`src/rtl/addsub_axis_shim.sv`:
```
// AXI-Stream shim around a fixed-latency adder_subtractor: joins the A/B operand streams,
// issues them to the adder and buffers S in a credit-guarded FWFT FIFO.
// Optional TLAST/LAST_MISMATCH support is enabled by defining ADDSUB_SHIM_TLAST_EN.
module addsub_axis_shim #(
  parameter int unsigned A_WIDTH    = 15,
  parameter int unsigned B_WIDTH    = 15,
  parameter int unsigned OUT_WIDTH  = 16,
  parameter int unsigned LATENCY    = 1,
  parameter int unsigned FIFO_DEPTH = 4
) (
  input  logic                 CLK,
  input  logic                 ARESETN,
  input  logic                 S_AXIS_A_TVALID,
  output logic                 S_AXIS_A_TREADY,
  input  logic [A_WIDTH-1:0]   S_AXIS_A_TDATA,
  input  logic                 S_AXIS_B_TVALID,
  output logic                 S_AXIS_B_TREADY,
  input  logic [B_WIDTH-1:0]   S_AXIS_B_TDATA,
  input  logic                 S_AXIS_B_TUSER,
  output logic [A_WIDTH-1:0]   A,
  output logic [B_WIDTH-1:0]   B,
  output logic                 ADD,
  output logic                 CE,
  input  logic [OUT_WIDTH-1:0] S,
  output logic                 M_AXIS_TVALID,
  input  logic                 M_AXIS_TREADY,
  output logic [OUT_WIDTH-1:0] M_AXIS_TDATA
`ifdef ADDSUB_SHIM_TLAST_EN
  ,
  input  logic                 S_AXIS_A_TLAST,
  input  logic                 S_AXIS_B_TLAST,
  output logic                 M_AXIS_TLAST,
  output logic                 LAST_MISMATCH
`endif
);

  localparam int unsigned AW = (FIFO_DEPTH > 1) ? $clog2(FIFO_DEPTH) : 1;
  localparam int unsigned PW = AW + 1;
  localparam int unsigned CW = $clog2(FIFO_DEPTH + 1);

  logic                 ce_q;
  logic [CW-1:0]        cnt_q, cnt_d;
  logic [LATENCY:0]     tok_q, tok_d;
  logic [A_WIDTH-1:0]   a_q;
  logic [B_WIDTH-1:0]   b_q;
  logic                 add_q;
  logic [OUT_WIDTH-1:0] mem [FIFO_DEPTH];
  logic [PW-1:0]        wptr_q, rptr_q;
  logic                 out_valid_q;
  logic [OUT_WIDTH-1:0] out_data_q;

  logic credit_ok, fire, pop, capture, mem_empty, load_out, from_mem, bypass, mem_wr;

  // ce_q doubles as "out of reset" so both TREADYs stay low while ARESETN is asserted.
  assign credit_ok       = ce_q && (cnt_q < CW'(FIFO_DEPTH));
  assign S_AXIS_A_TREADY = credit_ok && S_AXIS_B_TVALID;
  assign S_AXIS_B_TREADY = credit_ok && S_AXIS_A_TVALID;
  assign fire            = credit_ok && S_AXIS_A_TVALID && S_AXIS_B_TVALID;
  assign pop             = out_valid_q && M_AXIS_TREADY;
  assign capture         = tok_q[LATENCY];

  assign mem_empty = (wptr_q == rptr_q);
  assign load_out  = !out_valid_q || pop;
  assign from_mem  = load_out && !mem_empty;
  // Straight into the output register when nothing is queued ahead of this result.
  assign bypass    = load_out && mem_empty && capture;
  assign mem_wr    = capture && !bypass;

  assign A             = a_q;
  assign B             = b_q;
  assign ADD           = add_q;
  assign CE            = ce_q;
  assign M_AXIS_TVALID = out_valid_q;
  assign M_AXIS_TDATA  = out_data_q;

  always_comb begin
    tok_d    = '0;
    tok_d[0] = fire;
    for (int unsigned i = 1; i <= LATENCY; i++) begin
      tok_d[i] = tok_q[i-1];
    end
  end

  always_comb begin
    cnt_d = cnt_q;
    unique case ({fire, pop})
      2'b10:   cnt_d = cnt_q + CW'(1);
      2'b01:   cnt_d = cnt_q - CW'(1);
      default: cnt_d = cnt_q;
    endcase
  end

  always_ff @(posedge CLK or negedge ARESETN) begin
    if (!ARESETN) begin
      ce_q        <= 1'b0;
      cnt_q       <= '0;
      tok_q       <= '0;
      a_q         <= '0;
      b_q         <= '0;
      add_q       <= 1'b0;
      wptr_q      <= '0;
      rptr_q      <= '0;
      out_valid_q <= 1'b0;
      out_data_q  <= '0;
    end else begin
      ce_q  <= 1'b1;
      cnt_q <= cnt_d;
      tok_q <= tok_d;
      if (fire) begin
        a_q   <= S_AXIS_A_TDATA;
        b_q   <= S_AXIS_B_TDATA;
        add_q <= S_AXIS_B_TUSER;
      end
      if (mem_wr) wptr_q <= wptr_q + PW'(1);
      if (from_mem) rptr_q <= rptr_q + PW'(1);
      if (load_out) begin
        if (from_mem) begin
          out_valid_q <= 1'b1;
          out_data_q  <= mem[rptr_q[AW-1:0]];
        end else if (capture) begin
          out_valid_q <= 1'b1;
          out_data_q  <= S;
        end else begin
          out_valid_q <= 1'b0;
        end
      end
    end
  end

  always_ff @(posedge CLK) begin
    if (mem_wr) mem[wptr_q[AW-1:0]] <= S;
  end

`ifdef ADDSUB_SHIM_TLAST_EN
  logic [LATENCY:0] last_pipe_q, last_pipe_d;
  logic             mem_last [FIFO_DEPTH];
  logic             out_last_q;
  logic             mismatch_q;

  assign M_AXIS_TLAST  = out_last_q;
  assign LAST_MISMATCH = mismatch_q;

  always_comb begin
    last_pipe_d    = '0;
    last_pipe_d[0] = S_AXIS_A_TLAST || S_AXIS_B_TLAST;
    for (int unsigned i = 1; i <= LATENCY; i++) begin
      last_pipe_d[i] = last_pipe_q[i-1];
    end
  end

  always_ff @(posedge CLK or negedge ARESETN) begin
    if (!ARESETN) begin
      last_pipe_q <= '0;
      out_last_q  <= 1'b0;
      mismatch_q  <= 1'b0;
    end else begin
      last_pipe_q <= last_pipe_d;
      if (fire && (S_AXIS_A_TLAST != S_AXIS_B_TLAST)) mismatch_q <= 1'b1;
      if (from_mem) out_last_q <= mem_last[rptr_q[AW-1:0]];
      else if (bypass) out_last_q <= last_pipe_q[LATENCY];
    end
  end

  always_ff @(posedge CLK) begin
    if (mem_wr) mem_last[wptr_q[AW-1:0]] <= last_pipe_q[LATENCY];
  end
`endif

endmodule

```
`config.mk`:
```
export PLATFORM = sky130hd
export DESIGN_NAME = addsub_axis_shim
export DESIGN_NICKNAME = d
export VERILOG_FILES = /design/src/rtl/addsub_axis_shim.sv
export SDC_FILE = /design/constraint.sdc
export NUM_CORES = 1
export LEC_CHECK = 0
export ABC_AREA = 0
export CAP_MARGIN = 20
export CORE_MARGIN = 4
export CORE_UTILIZATION = 52
export CTS_CLUSTER_DIAMETER = 50
export DETAILED_ROUTE_END_ITERATION = 7
export PLACE_DENSITY = 0.8
export SETUP_SLACK_MARGIN = 0.3
export SLEW_MARGIN = 15
export SYNTH_ARGS = -nofsm -noshare
export SYNTH_HDL_FRONTEND = slang
export SYNTH_SLANG_ARGS = --single-unit
```
`constraint.sdc`:
```
create_clock -name CLK -period 2.8 [get_ports CLK]
set_clock_uncertainty 0.05 [all_clocks]
set_input_delay 0.56 -clock CLK [delete_from_list [all_inputs] [get_ports CLK]]
set_output_delay 0.56 -clock CLK [all_outputs]
set_load 0.03 [all_outputs]
```
## Word level (Yosys, flattened, before mapping)

Memory sizes are Yosys's and may differ from the RTL's.
Cells that the tools add are included.

| cells by class | value |
|---|---|
| $add $sub $neg | 4 |
| order comparisons | 1 |
| eq/ne operators | 3 |
| multiplexer cells | 7 |
| reduce and logical (&&, ||, !) cells | 16 |

Operator list:

| kind | count |
|---|---|
| 2-to-1 mux 16 bit | 2 |
| adder 3 x 1 -> 3 bit (second input constant) | 3 |
| logical AND 1 bit | 9 |
| case mux 3 bit (2 select lines) | 1 |
| 2-to-1 mux 1 bit | 4 |
| nonzero test 2 bit | 2 |
| equality test 3 bit | 1 |
| zero test 1 bit | 3 |
| < comparator 3 bit (second input constant) | 1 |
| subtractor 3 x 1 -> 3 bit (second input constant) | 1 |
| equality test 2 x 1 -> 1 bit (second input constant) | 1 |
| equality test 2 bit (second input constant) | 1 |
| AND reduction 2 bit | 1 |
| logical OR 1 bit | 1 |

| word-level totals | value |
|---|---|
| register bits | 60 |
| RAM bits | 64 |
| bits of input ports | 52 |
| output and inout bits | 51 |
| word-level logic and storage cells | 42 |
| memories | 1 |

Memory list:

| memory | depth | bits a word | read ports | clocked after Yosys merged registers in | write ports | line | text |
|---|---|---|---|---|---|---|---|
| mem | 4 | 16 | 1 | 0 | 1 | 47 | `logic [OUT_WIDTH-1:0] mem [FIFO_DEPTH];` |

## Logic depth before layout (Yosys ltp)

| depth | value |
|---|---|
| depth after elaboration | 8 |
| depth in mapped cells | 9 |
| gate-level depth less buffers | 8 |

## Least setup slack after synthesis

Ideal clock, no wire load.

| path | value |
|---|---|
| path type | input -> register |
| start point | input port S_AXIS_B_TVALID |
| end point | register cnt_q[2] |
| setup time | 0.079 ns |
| arrival | 2.250 ns |
| required time | 2.671 ns |
| path slack | 0.421 ns |
| cell stages on the path | 9 |
| path buffers | 1 |
| path through | and3b_1 > nand2_1 > buf_2 > ha_1 > inv_1 > fa_1 > xor2_1 > nor2_1 > xor2_1 |

| between the ends | value |
|---|---|
| word-level cells in the longest chain between the ends | 3 |
| elaborated cells between the ends (all ways) | 5 |
| those cells by class | eq/ne (2); mux (1); reduce/logical (2) |

RTL lines:

| element | line | text |
|---|---|---|
| start, declared | 16 | `input logic S_AXIS_B_TVALID,` |
| logical AND 1 bit * | 58 | `assign fire = credit_ok && S_AXIS_A_TVALID && S_AXIS_B_TVALID;` |
| equality test 2 x 1 -> 1 bit or equality test 2 bit (tied branches) | 86 | `unique case ({fire, pop})` |
| case mux 3 bit (2 select lines) or nonzero test 2 bit (tied branches) | n/a |  |
| end signal, assigned | 107 | `cnt_q <= cnt_d;` |
| end, declared | 42 | `logic [CW-1:0] cnt_q, cnt_d;` |

Mark *: on every way between the ends. The rest lies on a longest branch, timed or not.
A chain may end at the register's enable or synchronous reset.

## Worst setup path in the final report

| path | value |
|---|---|
| start point | input port S_AXIS_A_TVALID |
| end point | output port S_AXIS_B_TREADY |

| between the ends | value |
|---|---|
| word-level cells in the longest chain between the ends | 1 |

RTL lines:

| element | line | text |
|---|---|---|
| start, declared | 13 | `input logic S_AXIS_A_TVALID,` |
| logical AND 1 bit | 57 | `assign S_AXIS_B_TREADY = credit_ok && S_AXIS_A_TVALID;` |
| end, declared | 17 | `output logic S_AXIS_B_TREADY,` |

No other way between the ends.

==> impl_metrics.env <==
export IMPL_synthAdderAreaFrac_pct=1.75
export IMPL_leakage_uw=0.00277
export IMPL_drt_iter0_drc=213
export IMPL_finalSetupViolations=0
export IMPL_synth_compound_area_share_pct=8.57
export IMPL_root_buffer="clkbuf_8"
export IMPL_synthCells=340
export IMPL_status="completed"
export IMPL_die_w_um=110
export IMPL_rr_worst_depth=3
export IMPL_r2r_end="mem[0][6]$_DFFE_PP_"
export IMPL_worst_setup_path_start_kind="primary input"
export IMPL_cts_max_path_buffers=2
export IMPL_yosysTopAreaCell="edfxtp_1"
export IMPL_max_cap_violations=0
export IMPL_synth_area_mux_share_pct=14.1
export IMPL_hp_class="primary input to async pin"
export IMPL_core_area_sq_um=10300
export IMPL_endpoint_kind="primary output"
export IMPL_fin_crit_ns=2.45
export IMPL_dpl_cell_count=570
export IMPL_cp_required_ns=2.19
export IMPL_layout_commonest_cell="clkdlybuf4s50_1"
export IMPL_firstDrtPassIters=4
export IMPL_clk_pin_slew_ns=0.06
export IMPL_grt_pass1_vias=3388
export IMPL_start_util_pct=53.0
export IMPL_yosys_area_share_xor_xnor_pct=2.97
export IMPL_synth_top_area_share_pct=35.3
export IMPL_synth_seq_cells=124
export IMPL_power_density_nw_per_um2=1180
export IMPL_diodes=0
export IMPL_syn_num_nets=399
export IMPL_vias=3424
export IMPL_vdd_drop_max_v=0.000509
export IMPL_synth_top_family_by_area="multiplexers"
export IMPL_holdBufCountCts=0
export IMPL_worstMarginPinSlew_ns=0.848
export IMPL_die_area_sq_um=12200
export IMPL_postSynthAreaPerCell_sq_um=16.0
export IMPL_final_nets=512
export IMPL_cts_buffers=17
export IMPL_post_route_period_util_pct=87.5
export IMPL_antenna_found_initial=0
export IMPL_ys_seq_area_share_pct=62.9
export IMPL_reg2reg_setup_slack_ns=0.41
export IMPL_grt_overflow_total=0
export IMPL_drc_errors=0
export IMPL_num_rows=37
export IMPL_r2r_start="wptr_q[0]$_DFFE_PN0P_"
export IMPL_final_max_slew_violation_count=0
export IMPL_cts_tree="yes"
export IMPL_grtUsageTotal_pct=20.1
export IMPL_synth_top_cells_by_area="edfxtp_1 (35%), dfrtp_1 (28%), mux2_2 (6.6%)"
export IMPL_yosysWarnings=0
export IMPL_dp_slack_ns=0.125
export IMPL_tns_ns=0
export IMPL_die_y_um=110
export IMPL_grt_setup_unrepaired="no"
export IMPL_routed_via_density=5.69
export IMPL_worstSetupPathType="primary input to primary output"
export IMPL_path_max_fanout=2
export IMPL_htreeDepth=4
export IMPL_netlist_area_sq_um=5440
export IMPL_place_gp_congestion=0.828
export IMPL_hpwlAfterDp_mm=7.64
export IMPL_ios=103
export IMPL_portBuffers=102
export IMPL_syn2layout_area_growth_pct=32.3
export IMPL_grt_max_degree=61
export IMPL_worst_slack_ns=0.351
export IMPL_max_freq_ghz=0.408
export IMPL_antenna_left=0
export IMPL_slew_headroom_pct=43.5
export IMPL_arrival_ns=1.84
export IMPL_startpoint="S_AXIS_A_TVALID"
export IMPL_cts_sinks=124
export IMPL_fin_cells=602
export IMPL_drt_total_wl_mm=11.7
export IMPL_utilization_pct=70.1
export IMPL_wl_per_cell_um=19.4
export IMPL_grt_pass1_wl_mm=18.1
export IMPL_timing_final_hold_violations=0
export IMPL_insertion_delay_ns=0.51
export IMPL_synthSimpleGateAreaFrac_pct=7.40
export IMPL_layout_common_cells="clkdlybuf4s50_1 (100), edfxtp_1 (64), dfrtp_1 (60)"
export IMPL_ys_types=36
export IMPL_drive_above_1_share_pct=20.8
timing repair:
action                                  in CTS  in global routing
setup buffers                                0                  0
endpoints found under the setup margin       1                  0
gates resized for setup                      1                  0
worst max path at each step:
| stage | slack, ns | endpoint |
|---|---|---|
| 3_5_place_dp | 0.13 | mem[2][8]$_DFFE_PP_ |
| 5_1_grt | 0.31 | mem[1][13]$_DFFE_PP_ |
| 6_report | 0.35 | S_AXIS_B_TREADY |
| 4_1_cts | 0.35 | S_AXIS_B_TREADY |
| 3_3_place_gp | 0.21 | mem[1][8]$_DFFE_PP_ |
| 2_1_floorplan | 0.42 | cnt_q[2]$_DFFE_PN0P_ |
cell type report:
class	instances	area, sq um
Clock inverter	15	160
Inverter	6	22.5
Clock buffer	17	414
Tap cell	136	170
Sequential cell	124	3420
Timing Repair Buffer	115	1110
Fill cell	704	3080
Multi-Input combinational cell	189	1900
logic make-up after synthesis:
logic type	Yosys count
AOI/OAI and AO/OA	55
other	1
muxes	50
and+or+nand+nor	64
DFF	124
xor gates and xnor gates	12
buffers and inverters	27
adders and majority gates	7
synth_stat cells (all sizes together):
cell and instances:
edfxtp 64, dfrtp 60, mux2 33, and3b 18
nand2 18, nor2b 18, o311ai 18, o211ai 17
a41oi 16, mux4 16, clkbuf 14, buf 7
ha 6, inv 6, xnor2 6, xor2 6
and2 5, a31oi 2, a21boi 1, conb 1
fa 1, mux2i 1, nand2b 1, nand3 1
nand4 1, nor2 1, o41a 1, or3 1
state kept, by name (all words and copies together), names as in the netlist:
signal         count
M_AXIS_TDATA      16
B                 15
A                 15
M_AXIS_TVALID      1
tok_q              2
ADD                1
CE                 1
mem               64
wptr_q             3
cnt_q              3
rptr_q             3
where the power goes:
part | switching (uW) | total, uW | leakage, uW | internal, uW
combinational | 2050 | 3690 | 0.00120 | 1640
sequential | 315 | 2710 | 0.00129 | 2390
clock | 833 | 2110 | 0.000280 | 1280
per-stage QoR:
| stage | hold slack (ns) | power [uW] | instance area, sq um |
|---|---|---|---|
| 3_3_place_gp | 0.288 | 6330 | 6630 |
| 4_1_cts | 0.161 | 8570 | 7200 |
| 2_1_floorplan | 0.214 | 5080 | 5440 |
| 5_1_grt | 0.216 | 8980 | 7200 |
| 6_report | 0.146 | 8510 | 7200 |
| 3_5_place_dp | 0.319 | 6420 | 6630 |
layer usage:
| layer | vias up | part of all wire, % | track usage (%) |
|---|---|---|---|
| met1 | 1691 | 41 | 26.7 |
| met4 | 0 | 1.7 | 8.88 |
| met5 | - | 0 | 0 |
| met2 | 149 | 48 | 31.5 |
| met3 | 19 | 8.9 | 5.07 |
| li1 | 1565 | - | - |
critical path: stages:
cell and delay [ns]:
clkdlybuf4s50_1 0.47, and3b_1 0.15, clkdlybuf4s50_1 0.66
(Power assumes the default switching activity.)
==> RTL change 1 (same settings) <==
Build with the macro `ADDSUB_SHIM_TLAST_EN` defined.
--- a/src/rtl/addsub_axis_shim.sv
+++ b/src/rtl/addsub_axis_shim.sv
@@ -1,6 +1,8 @@
 // AXI-Stream shim around a fixed-latency adder_subtractor: joins the A/B operand streams,
 // issues them to the adder and buffers S in a credit-guarded FWFT FIFO.
 // Optional TLAST/LAST_MISMATCH support is enabled by defining ADDSUB_SHIM_TLAST_EN.
+`define ADDSUB_SHIM_TLAST_EN
+
 module addsub_axis_shim #(
   parameter int unsigned A_WIDTH    = 15,
   parameter int unsigned B_WIDTH    = 15,
Ports: changed (added LAST_MISMATCH, M_AXIS_TLAST, S_AXIS_A_TLAST and S_AXIS_B_TLAST); port bits go from 103 to 107. No check against the original RTL was run, so the function may have changed too.
==> RTL change 1 against the original RTL <==
Sequential share of layout area grew 0.59 points. Critical path depth increased by 1. Routed wire length grew 16%. First-iteration DRC count is 52% higher. Die area grew 4.7%. Design area up 5.1%. Sequential cell count increased by 8. Hold slack improved by 33 ps. Worst setup slack better by 170 ps. Via count grew 9.3%. Total power up 6.6%. Area after synthesis rose by 5.1%. Largest cell class unchanged.
==> RTL change 1: results (changes against the original RTL) <==
* Pre-antenna DRT Iters at 6 (was 4)
* Non-clock inverters at 9 (was 6)
* Async SR Flop Fraction at 48.5% (was 48.4%)
* Number of post-CTS setup repair buffers at 0 (unchanged)
* Largest net degree at the start of global routing at 65 (was 61)
* Post-Syn Nets at 431 (was 399)
* Max IR drop VDD at 0.000671 V (was 0.000509 V)
* Share of cells above drive strength 1 at 19.9% (was 20.8%)
* Synthesized flop and latch total at 132 (was 124)
* Max stage delay on crit path at 800 ps (was 660 ps)
* Post-synth EDFFs at 68 (was 64)
* Post-synth top cells: 68 x edfxtp_1, 64 x dfrtp_1, 32 x mux2_2 (was 64 x edfxtp_1, 60 x dfrtp_1, 32 x mux2_2)
* Outcome: finished clean (unchanged)
* Setup slack, reg-to-reg at 570 ps (was 410 ps)
* Non-clock buffers at 126 (was 115)
* CP top delay family: simple AND/OR/NAND/NOR gates (was buffers and inverters)
* Vias in the first global route at 4060 (was 3388)
* Area of the multi-input gates at 1890 µm² (was 1900 µm²)
* Internal at 5690 µW (was 5310 µW)
* Detailed Place HPWL at 8590 µm (was 7640 µm)
* Static leakage at 0.00290 µW (was 0.00277 µW)
* Worst setup path start: M_AXIS_TREADY (was S_AXIS_A_TVALID)
* Synth area leaders: edfxtp_1 36%, dfrtp_1 28%, mux4_2 6.7% (was edfxtp_1 35%, dfrtp_1 28%, mux2_2 6.6%)
* Filler Cell Count at 702 (was 704)
* Register area at 3640 µm² (was 3420 µm²)
* Drt wl/cell at 21.3 µm (was 19.4 µm)
* Clk tree area frac at 7.95% (was 7.98%)
* Register area share after synthesis at 63.7% (was 62.9%)
* Iter 0 DRT Violations at 324 (was 213)
* Worst hold slack at 179 ps (was 146 ps)
* Worst-margin pin slew at 967 ps (was 848 ps)
* Clkbuf count at 22 (was 17)
* NonClk Buf Share at 16.2% (was 15.4%)
* Crit path max fanout at 17 (was 2)
* Nets at 546 (was 512)
* R2R Path Start: wptr_q[1] (was wptr_q[0])
* Vias at 3742 (was 3424)
* GPL Wtd Cong at 0.827 (was 0.828)
* Critical-path top delay cell: and2_1 (was clkdlybuf4s50_1)
* Global-route wire length before repair at 21500 µm (was 18100 µm)
* PortBufs at 106 (was 102)
* Comb_multi_in at 198 (was 189)
RTL change 1: routing by layer:
metal	part of all wire [%]	up-vias	track usage, %
met4	2.0	0	9.21
met5	0	-	0
met1	40	1928	27.7
li1	-	1657	-
met2	52	130	37.0
met3	5.9	27	6.04
RTL change 1: path summary, 6_finish.rpt:
path,endpoint,cells after the start
worst max-delay path,mem[3][11],4
worst min-delay path,M_AXIS_TDATA[6],2
worst max register to register,mem[3][11],3
worst min register to register,tok_q[1],0
max in group asynchronous,B[9],2
min in group CLK,tok_q[1],0
RTL change 1: power groups by stage:
stage / combinational, µW / sequential [µW] / clock (µW)
after floorplan: 1800 / 3540 / 0
after global routing: 4240 / 2920 / 2360
after detailed placement: 3970 / 2870 / 0
after global placement: 3850 / 2840 / 0
final: 3990 / 2850 / 2230
after CTS: 3990 / 2850 / 2260
RTL change 1: logic make-up after synthesis:
kind of cell / synth area share, %
AO/OA/AOI/OAI: 8.55
other: 0.0656
buffers and inverters: 3.28
flip-flops: 63.7
AND/OR/NAND/NOR: 7.26
multiplexers: 13.4
XOR/XNOR: 1.84
adder cells (fa/ha/maj): 1.88
RTL change 1: worst register-to-register path, stage by stage, from the launching register on:
cell	delay, ps
dfrtp_1	460
xor2_1	280
o41a_1	260
and2_1	800
RTL change 1: metrics by stage:
step | setup slack [ps] | std cells | utilization (%) | cell area, µm²
2_1_floorplan | 590 | 369 | - | 5720
3_3_place_gp | 109 | 604 | 64.4 | 6950
3_5_place_dp | -1.12 | 604 | 64.4 | 6950
4_1_cts | 316 | 636 | 70.0 | 7550
5_1_grt | 442 | 637 | 70.1 | 7570
6_report | 519 | 637 | 70.1 | 7570
RTL change 1: what timing repair did:
item / CTS / global route
resized for setup: 0 / 3
hold endpoints to repair: 0 / 0
setup endpoints to repair: 0 / 3
==> RTL change 2 (config.mk and constraints unchanged) <==
Made on the original files. The parameter `FIFO_DEPTH` goes from 4 to 2.
--- a/src/rtl/addsub_axis_shim.sv
+++ b/src/rtl/addsub_axis_shim.sv
@@ -6,7 +6,7 @@
   parameter int unsigned B_WIDTH    = 15,
   parameter int unsigned OUT_WIDTH  = 16,
   parameter int unsigned LATENCY    = 1,
-  parameter int unsigned FIFO_DEPTH = 4
+  parameter int unsigned FIFO_DEPTH = 2
 ) (
   input  logic                 CLK,
   input  logic                 ARESETN,
Behaviour: not the same (a bounded check fails within 4 cycles, from zero or initial values and one cycle with ARESETN low).
==> RTL change 2 against the original RTL <==
Area after synthesis is 31% lower. Routed wire length is 29% lower. Total power is 31% lower. Design area is 29% lower. Largest cell class unchanged. Fmax is 9.5% higher. Worst setup slack better by 210 ps. Sequential cell count is 35 lower.
==> RTL change 2: results (changes against the original RTL) <==
* Outcome: finished clean (unchanged)
* Detailed Place HPWL at 5800 µm (was 7640 µm)
* PortBufs at 102 (unchanged)
* Iter 0 DRT Violations at 102 (was 213)
* Largest family of logic cells by synthesized area: multiplexers (unchanged)
* GPL Wtd Cong at 0.792 (was 0.828)
* Worst R2R End: M_AXIS_TDATA[10] (was mem[0][6])
* Antenna fix cells at 0 (unchanged)
* Post-Syn Nets at 296 (was 399)
* Share of cells above drive strength 1 at 19.3% (was 20.8%)
* Nets at 406 (was 512)
* Post-synthesis cell type count at 34 (was 36)
* Max FFs per register at 32 (was 64)
* Max IR drop VDD at 0.000690 V (was 0.000509 V)
* Clk_lat worst skew at 360 ps (was 510 ps)
* Filler Cell Count at 476 (was 704)
* Final wirelength at 8240 µm (was 11700 µm)
* Yosys Warn Count at 0 (unchanged)
* Crit path max fanout at 2 (unchanged)
* Drt wl/cell at 18.1 µm (was 19.4 µm)
* Pre-antenna DRT Iters at 4 (unchanged)
* Dpl cell area at 4910 µm² (was 6630 µm²)
* Async SR Flop Fraction at 64.0% (was 48.4%)
* Post-synthesis mux area share at 14.0% (was 14.1%)
* R2R Path Start: rptr_q[0] (was wptr_q[0])
* Worst-margin pin slew at 894 ps (was 848 ps)
* Post-synth top cells: 57 x dfrtp_1, 32 x edfxtp_1, 31 x mux2_1 (was 64 x edfxtp_1, 60 x dfrtp_1, 32 x mux2_2)
* Synth area leaders: dfrtp_1 38%, edfxtp_1 26%, mux2_1 9.3% (was edfxtp_1 35%, dfrtp_1 28%, mux2_2 6.6%)
* Vias at 2504 (was 3424)
* Drt drc at 0 (unchanged)
* Total track usage at 20.7% (was 20.1%)
* Post-Synth XOR/XNOR Area at 3.17% (was 2.97%)
* CP top delay family: buffers and inverters (unchanged)
* Clk buf depth at 2 (unchanged)
* Placed cells at 438 (was 570)
* Synth Area in Adders at 0.333% (was 1.75%)
* Global-route wire length before repair at 13700 µm (was 18100 µm)
* Mean post-synth cell area at 15.4 µm² (was 16.0 µm²)
* Post-synth EDFFs at 32 (was 64)
* Setup slack, reg-to-reg at 910 ps (was 410 ps)
* Max stage delay on crit path at 490 ps (was 660 ps)
* Crit path time final at 2240 ps (was 2450 ps)
* Initial antenna violation count at 0 (unchanged)
* H-tree depth at 3 (was 4)
* Register area share after synthesis at 63.6% (was 62.9%)
* End of the critical path: S_AXIS_B_TREADY (unchanged)
* Largest net degree at the start of global routing at 27 (was 61)
* Num CTS Buffers at 9 (was 17)
* Clk pin slew, worst setup/hold paths at 80 ps (was 60 ps)
* Vias in the first global route at 2724 (was 3388)
* Worst hold slack at 61.3 ps (was 146 ps)
* Static leakage at 0.00193 µW (was 0.00277 µW)
* Number of post-CTS setup repair buffers at 0 (unchanged)
* Critical-path top delay cell: clkdlybuf4s50_1 (unchanged)
* Compound-Gate Fraction of Synth Area at 12.1% (was 8.57%)
## RTL change 2: changes by cell type in the layout (fill, tap and decap cells not counted), sizes merged, moves of 14 or more
cell | unedited run | this run
a31oi | 2 | 16
o21ai | 0 | 14
a41oi | 16 | 0
mux4 | 16 | 0
nor2b | 18 | 1
and3b | 18 | 2
o311ai | 18 | 0
edfxtp | 64 | 32
nand2 | 18 | 3
## RTL change 2: metal layers
metal  track usage (%)  vias to the layer above  wire, µm
li1                  -                     1132         -
met1              25.4                     1253      3430
met2              32.5                      105      3810
met3              9.50                       14       886
met4              6.96                        0       114
met5                 0                        -         0
## RTL change 2: final cells by class
cell class | count | area share (%)
sequential | 89 | 46.5
multi-input combinational | 137 | 24.7
timing repair buffer | 114 | 22.1
clock buffer | 9 | 2.41
tap | 96 | 2.34
clock inverter | 7 | 1.85
inverter | 2 | 0.146
## RTL change 2: kinds of logic after synthesis
| kind of cell | after synthesis |
|---|---|
| flops | 89 |
| xor+xnor | 11 |
| mux | 47 |
| simple gates | 27 |
| other cells | 1 |
| buf+inv | 17 |
| fa+ha+maj | 1 |
| compound gates | 50 |
## RTL change 2: per-stage QoR
| stage | utilization (%) | setup WS [ps] |
|---|---|---|
| 6_report | 74.3 | 563 |
| 4_1_cts | 74.3 | 320 |
| 3_3_place_gp | 71.1 | 340 |
| 2_1_floorplan | - | 777 |
| 5_1_grt | 74.3 | 554 |
| 3_5_place_dp | 71.1 | 297 |
## RTL change 2: where the power goes
part	internal, µW	switching [µW]	leakage, µW
logic	1260	1640	0.000879
registers	1780	270	0.000956
clock network	500	454	0.0000991
total	3540	2370	0.00193
## RTL change 2: what timing repair did
action                                  4_1_cts  5_1_grt
endpoints found under the setup margin        1        1
gates resized for setup                       1        1
pin swaps                                     0        0
hold buffers                                  0        0
